[config.mk]
export PLATFORM = sky130hd
export DESIGN_NAME = instr_fetch
export DESIGN_NICKNAME = d
export VERILOG_FILES = /design/src/rtl/cpu_pkg.sv /design/src/rtl/instr_mem.sv /design/src/rtl/instr_fetch.sv
export SDC_FILE = /design/constraint.sdc
export NUM_CORES = 1
export LEC_CHECK = 0
export CAP_MARGIN = 0
export CORE_MARGIN = 5
export CORE_UTILIZATION = 60
export CTS_CLUSTER_DIAMETER = 80
export CTS_CLUSTER_SIZE = 16
export DETAILED_ROUTE_END_ITERATION = 16
export HOLD_SLACK_MARGIN = 0.1
export PLACE_DENSITY = 0.77
export REMOVE_ABC_BUFFERS = 1
export SKIP_CTS_REPAIR_TIMING = 1
export SLEW_MARGIN = 0
export SYNTH_ARGS = -nofsm -noshare
export SYNTH_HDL_FRONTEND = slang
export SYNTH_SLANG_ARGS = --single-unit
[constraint.sdc]
create_clock -name clk -period 3.2 [get_ports clk]
set_input_delay 0.32 -clock clk [delete_from_list [all_inputs] [get_ports clk]]
set_output_delay 0.32 -clock clk [all_outputs]
set_load 0.005 [all_outputs]
[src/rtl/cpu_pkg.sv]
// Shared definitions for the simple_cpu front end: fetch FSM states and
// instruction-word field layout.
package cpu_pkg;

    typedef enum logic [1:0] {
        IDLE   = 2'd0,
        FETCH  = 2'd1,
        ISSUE  = 2'd2,
        HALTED = 2'd3
    } fetch_state_t;

    localparam logic [1:0] TYPE_NOP   = 2'b00;
    localparam logic [1:0] TYPE_STD   = 2'b01;
    localparam logic [1:0] TYPE_LOAD  = 2'b10;
    localparam logic [1:0] TYPE_STORE = 2'b11;

    localparam int TYPE_MSB = 19;
    localparam int TYPE_LSB = 18;

endpackage

[src/rtl/instr_mem.sv]
// Single-port instruction store: synchronous write, registered read with
// write-to-read forwarding so a word loaded on the fetch-launch edge is seen.
module instr_mem #(
    parameter int INSTR_WIDTH = 20,
    parameter int PC_BITS     = 5
) (
    input  logic                   clk,
    input  logic                   wr_en,
    input  logic [PC_BITS-1:0]     wr_addr,
    input  logic [INSTR_WIDTH-1:0] wr_data,
    input  logic                   rd_en,
    input  logic [PC_BITS-1:0]     rd_addr,
    output logic [INSTR_WIDTH-1:0] rd_data
);

    localparam int DEPTH = 2 ** PC_BITS;

    logic [INSTR_WIDTH-1:0] mem [DEPTH];

    // NOTE: the array has no reset on purpose: the program must survive rst,
    // and a reset would also prevent mapping onto RAM primitives.
    always_ff @(posedge clk) begin
        if (wr_en) begin
            mem[wr_addr] <= wr_data;
        end
        if (rd_en) begin
            rd_data <= (wr_en && (wr_addr == rd_addr)) ? wr_data : mem[rd_addr];
        end
    end

endmodule

[src/rtl/instr_fetch.sv]
// Instruction fetch stage: loadable program store, PC, issue counter and a
// four-state FSM handing one instruction at a time to the control unit.
module instr_fetch
    import cpu_pkg::*;
#(
    parameter int INSTR_WIDTH = 20,
    parameter int PC_BITS     = 5,
    parameter int CNT_BITS    = 8
) (
    input  logic                   clk,
    input  logic                   rst,
    input  logic                   load_en,
    input  logic [PC_BITS-1:0]     load_addr,
    input  logic [INSTR_WIDTH-1:0] load_data,
    input  logic                   start,
    input  logic                   next,
    output logic [INSTR_WIDTH-1:0] instr,
    output logic                   instr_valid,
    output logic [PC_BITS-1:0]     pc,
    output logic                   halted,
    output logic [CNT_BITS-1:0]    issue_cnt
);

    fetch_state_t           state, state_nxt;
    logic                   load_ok;
    logic                   go_fetch;
    logic [PC_BITS-1:0]     fetch_addr;
    logic [INSTR_WIDTH-1:0] word;
    logic                   is_nop;

    // The read is launched on the edge entering FETCH, so word is mem[pc]
    // throughout the FETCH cycle.
    instr_mem #(
        .INSTR_WIDTH(INSTR_WIDTH),
        .PC_BITS    (PC_BITS)
    ) u_mem (
        .clk    (clk),
        .wr_en  (load_ok && load_en),
        .wr_addr(load_addr),
        .wr_data(load_data),
        .rd_en  (go_fetch),
        .rd_addr(fetch_addr),
        .rd_data(word)
    );

    assign is_nop = (word[TYPE_MSB:TYPE_LSB] == TYPE_NOP);

    // NOTE: sequential state uses non-blocking assignments so every register
    // samples pre-edge values regardless of process ordering.
    always_ff @(posedge clk) begin
        if (rst) begin
            state <= IDLE;
        end else begin
            state <= state_nxt;
        end
    end

    // NOTE: every comb output gets a default first, so no path infers a latch.
    always_comb begin
        state_nxt = state;
        case (state)
            IDLE, HALTED: if (start) state_nxt = FETCH;
            FETCH:        state_nxt = is_nop ? HALTED : ISSUE;
            ISSUE:        if (next) state_nxt = FETCH;
            default:      state_nxt = IDLE;
        endcase
    end

    always_comb begin
        load_ok    = 1'b0;
        go_fetch   = 1'b0;
        fetch_addr = '0;
        if (!rst) begin
            load_ok  = (state == IDLE) || (state == HALTED);
            go_fetch = (load_ok && start) || ((state == ISSUE) && next);
        end
        if (state == ISSUE) begin
            fetch_addr = pc + PC_BITS'(1);
        end
    end

    always_ff @(posedge clk) begin
        if (rst) begin
            pc          <= '0;
            instr       <= '0;
            instr_valid <= 1'b0;
            halted      <= 1'b0;
            issue_cnt   <= '0;
        end else begin
            case (state)
                IDLE: begin
                    if (start) pc <= '0;
                end
                HALTED: begin
                    if (start) begin
                        pc        <= '0;
                        halted    <= 1'b0;
                        issue_cnt <= '0;
                    end
                end
                FETCH: begin
                    if (is_nop) begin
                        halted      <= 1'b1;
                        instr_valid <= 1'b0;
                        instr       <= '0;
                    end else begin
                        instr       <= word;
                        instr_valid <= 1'b1;
                        if (issue_cnt != '1) issue_cnt <= issue_cnt + CNT_BITS'(1);
                    end
                end
                ISSUE: begin
                    if (next) begin
                        instr_valid <= 1'b0;
                        pc          <= pc + PC_BITS'(1);
                    end
                end
                default: ;
            endcase
        end
    end

endmodule

==> impl_metrics.ini <==
[logic_synthesis]
synth-edff-count = 660
synth_area_per_cell_um2 = 15.7
synth.cell_area_mm2 = 0.0283
synth-compound-area-share_pct = 10.6
synth_fa_ha_area_share_pct = 0.221
yosys_warnings = 0
ys_ff_latch = 697
yosysTopAreaCell = edfxtp_1
yosysSeqAreaShare_pct = 72.8
synthCells = 1802
synth_simple_gate_area_share_pct = 5.61
ys_top_cells_by_area = edfxtp_1, mux4_2, o221ai_1, dfxtp_1, mux2i_1
synth_top_area_share_pct = 70.2
ys.flop_type = edfxtp_1
yosys.area_share.xor_xnor_pct = 0.341
yosysUniqueCellTypes = 52
muxShareOfSynthArea_pct = 7.10
synth_top_family_by_area = compound AO/OA/AOI/OAI gates
ys_async_sr_fraction_pct = 0

[setup_path]
worst-setup-path-type = flip-flop to flip-flop
crit_chain = inv_1 > ha_4 > buf_4 > nand2b_4 > buf_12 > a2bb2oi_1 > o221ai_1 > o21ai_0 > o211ai_1 > o22ai_1
end_kind = flip-flop
cpPeakStageDelay_ns = 0.43
r2r_start = state[0]
critPathRequiredTime_ns = 3.51
worst-path-max-fanout = 40
path_buf_inv = 3
worstPathArrival_ns = 3.34
path_depth = 10
rr_endpoint = u_mem.rd_data[6]
crit_family = compound AO/OA/AOI/OAI gates
cp_slowest_cell = o211ai_1
reg2regPathDepth = 10
cp-start-kind = flip-flop
reg2reg_slack_ns = 0.17

[route]
postRouteAntennaNets = 0
viasPerCell = 6.58
via_count = 16600
drt-initial-drc-count = 2007
wire_per_inst_um = 26.7
totalWireLength_um = 67400
drc = 0
dr.pass1.iters = 5

[grt]
grt-ovfl-total = 0
grt_max_degree = 65
grtUsageTotal_pct = 26.4
grt_antenna_before_repair = 0
grt_pass1_vias = 16600
grt_pass1_wl_um = 102000

[power_and_ir_drop]
p_leak_nw = 10.1
power_mw = 17.4
cellPowerDensity_mw_per_mm2 = 552
peakVddDrop_mv = 0.514

[place]
dp_hpwl_um = 41900
io_buffer_count = 64
place_congestion = 0.858
place_area_mm2 = 0.0301
dp_cells = 2450

[finish]
fin_cells = 2520
fillers = 3051
design_area_mm2 = 0.0315
area_delta_synth_final_pct = 11.5
drive_gt1_share_pct = 15.6
final_net_count = 1929
fin_util_pct = 67.6
num_antenna_cells = 0

[clock_network]
root_buffer = clkbuf_16
cts_buffers = 49
cts_max_level = 2
clk_pin_slew_ns = 0.07
cts_tree = built
insertion_delay_ns = 0.61
numClockSinks = 697
clockBufferDepth = 3

[sta]
fin_crit_ns = 3.03
rsz0062_at_grt = no
finalSetupViolCount = 0
finClkSkew_ns = 0.0187
max-slew-margin-rel_pct = 14.3
slew_viol_final = 0
post-route-period-util_pct = 94.6
final_hold_viol_count = 0
worstMarginPinSlew_ns = 1.28
fin_hold_ws_ns = 0.470
fmax_ghz = 0.330

[run]
cap_violations = 0

[floorplan]
dieArea_mm2 = 0.0515
io_pins = 65
die_w_um = 227
rows = 79
die_h_um = 227
coreArea_mm2 = 0.0466
start_util_pct = 60.7

[hold_path]
worstHoldStart = instr[2]
hp-class = flip-flop to flip-flop
holdPathEnd = instr[2]
holdPathStages = 2

[run_status]
status = complete, no violations
## cells by family after synthesis
logic type      after synthesis
flops                       697
compound gates              395
simple gates                340
buf+inv                     209
mux                         145
xor+xnor                     11
fa+ha+maj                     5
## per-layer routing
| metal | track usage [%] | vias to the layer above | wire, µm | share of wire [%] |
|---|---|---|---|---|
| li1 | - | 7218 | - | - |
| met1 | 38.1 | 8290 | 26300 | 39 |
| met2 | 42.5 | 935 | 32700 | 48 |
| met3 | 4.07 | 135 | 6440 | 9.6 |
| met4 | 8.37 | 0 | 1980 | 2.9 |
| met5 | 0 | - | 0 | 0 |
## state kept, by name, summed over array words and instances, names as in the netlist
register,count
instr_valid,1
halted,1
instr,20
u_mem.mem,640
issue_cnt,8
pc,5
u_mem.rd_data,20
state,2
## power breakdown
part | switching, mW | leakage, nW | internal, mW
Sequential | 0.0546 | 6.24 | 10.1
Clock | 2.90 | 0.657 | 2.86
Combinational | 0.908 | 3.22 | 0.578
## cell usage in the layout (no fill, tap or decap), types with 11 or more instances in the layout
master / Yosys / layout
buf_4: 12 / 91
a21o_1: 20 / 20
mux2i_1: 65 / 65
clkbuf_16: 0 / 50
nor2_2: 0 / 33
o211ai_1: 49 / 49
or3_1: 24 / 24
mux2_2: 38 / 38
o22a_1: 19 / 19
inv_1: 80 / 80
nand3_1: 26 / 26
o22ai_1: 11 / 11
a21oi_1: 30 / 30
dfxtp_1: 37 / 36
o21ai_0: 48 / 48
clkbuf_1: 66 / 17
buf_12: 0 / 15
o21ai_1: 13 / 13
nand2_1: 142 / 141
nor2_1: 77 / 44
clkdlybuf4s50_1: 0 / 64
a2bb2oi_1: 57 / 57
a31oi_1: 20 / 20
o221ai_1: 95 / 95
mux4_2: 40 / 40
nand2b_1: 26 / 24
nand3b_1: 23 / 23
edfxtp_1: 660 / 660
## how the worst max path moves through the flow
stage | start | end | slack, ns
6_report | state[0] | u_mem.rd_data[6] | 0.17
5_1_grt | state[0] | u_mem.rd_data[5] | 0.04
4_1_cts | state[0] | u_mem.rd_data[9] | 0.23
3_5_place_dp | state[0] | u_mem.rd_data[9] | 0.22
3_3_place_gp | state[0] | u_mem.rd_data[9] | 0.28
2_1_floorplan | pc[0] | u_mem.rd_data[18] | -9.47
## worst register-to-register path, cell delays in order, from the launching register on
cell	delay, ns
dfxtp_1	0.34
inv_1	0.11
ha_4	0.29
buf_4	0.30
nand2b_4	0.25
buf_12	0.27
a2bb2oi_1	0.16
o221ai_1	0.19
o21ai_0	0.18
o211ai_1	0.43
o22ai_1	0.20
## synth_stat cells (all sizes together) (5+ instances only)
cell type / count
mux2i: 67
ha: 5
mux2: 38
o22ai: 19
nand3b: 23
nor2b: 9
mux4: 40
inv: 80
a31oi: 20
o221ai: 95
o21ai: 61
xnor2: 7
nand3: 26
edfxtp: 660
o22a: 19
nand2: 142
nand2b: 26
nor2: 77
dfxtp: 37
a21o: 20
o211ai: 57
a21oi: 30
or3: 24
a2bb2oi: 57
clkbuf: 66
buf: 63
## layout make-up
cell class	instances	area [µm²]	area share [%]
sequential	697	20600	65.3
clock inverter	3	45.0	0.143
timing repair buffer	170	1620	5.16
clock buffer	67	1320	4.18
multi-input combinational	896	6890	21.9
inverter	80	300	0.954
tap	607	759	2.41
## stage by stage
| step | worst slack, ns | setup TNS (ns) |
|---|---|---|
| finish | 0.172 | 0 |
| global route | 0.0400 | 0 |
| global placement | 0.278 | 0 |
| detailed placement | 0.221 | 0 |
| CTS | 0.227 | 0 |
| floorplan | -9.47 | -215.12 |
Power figures use the tool's default switching activity.
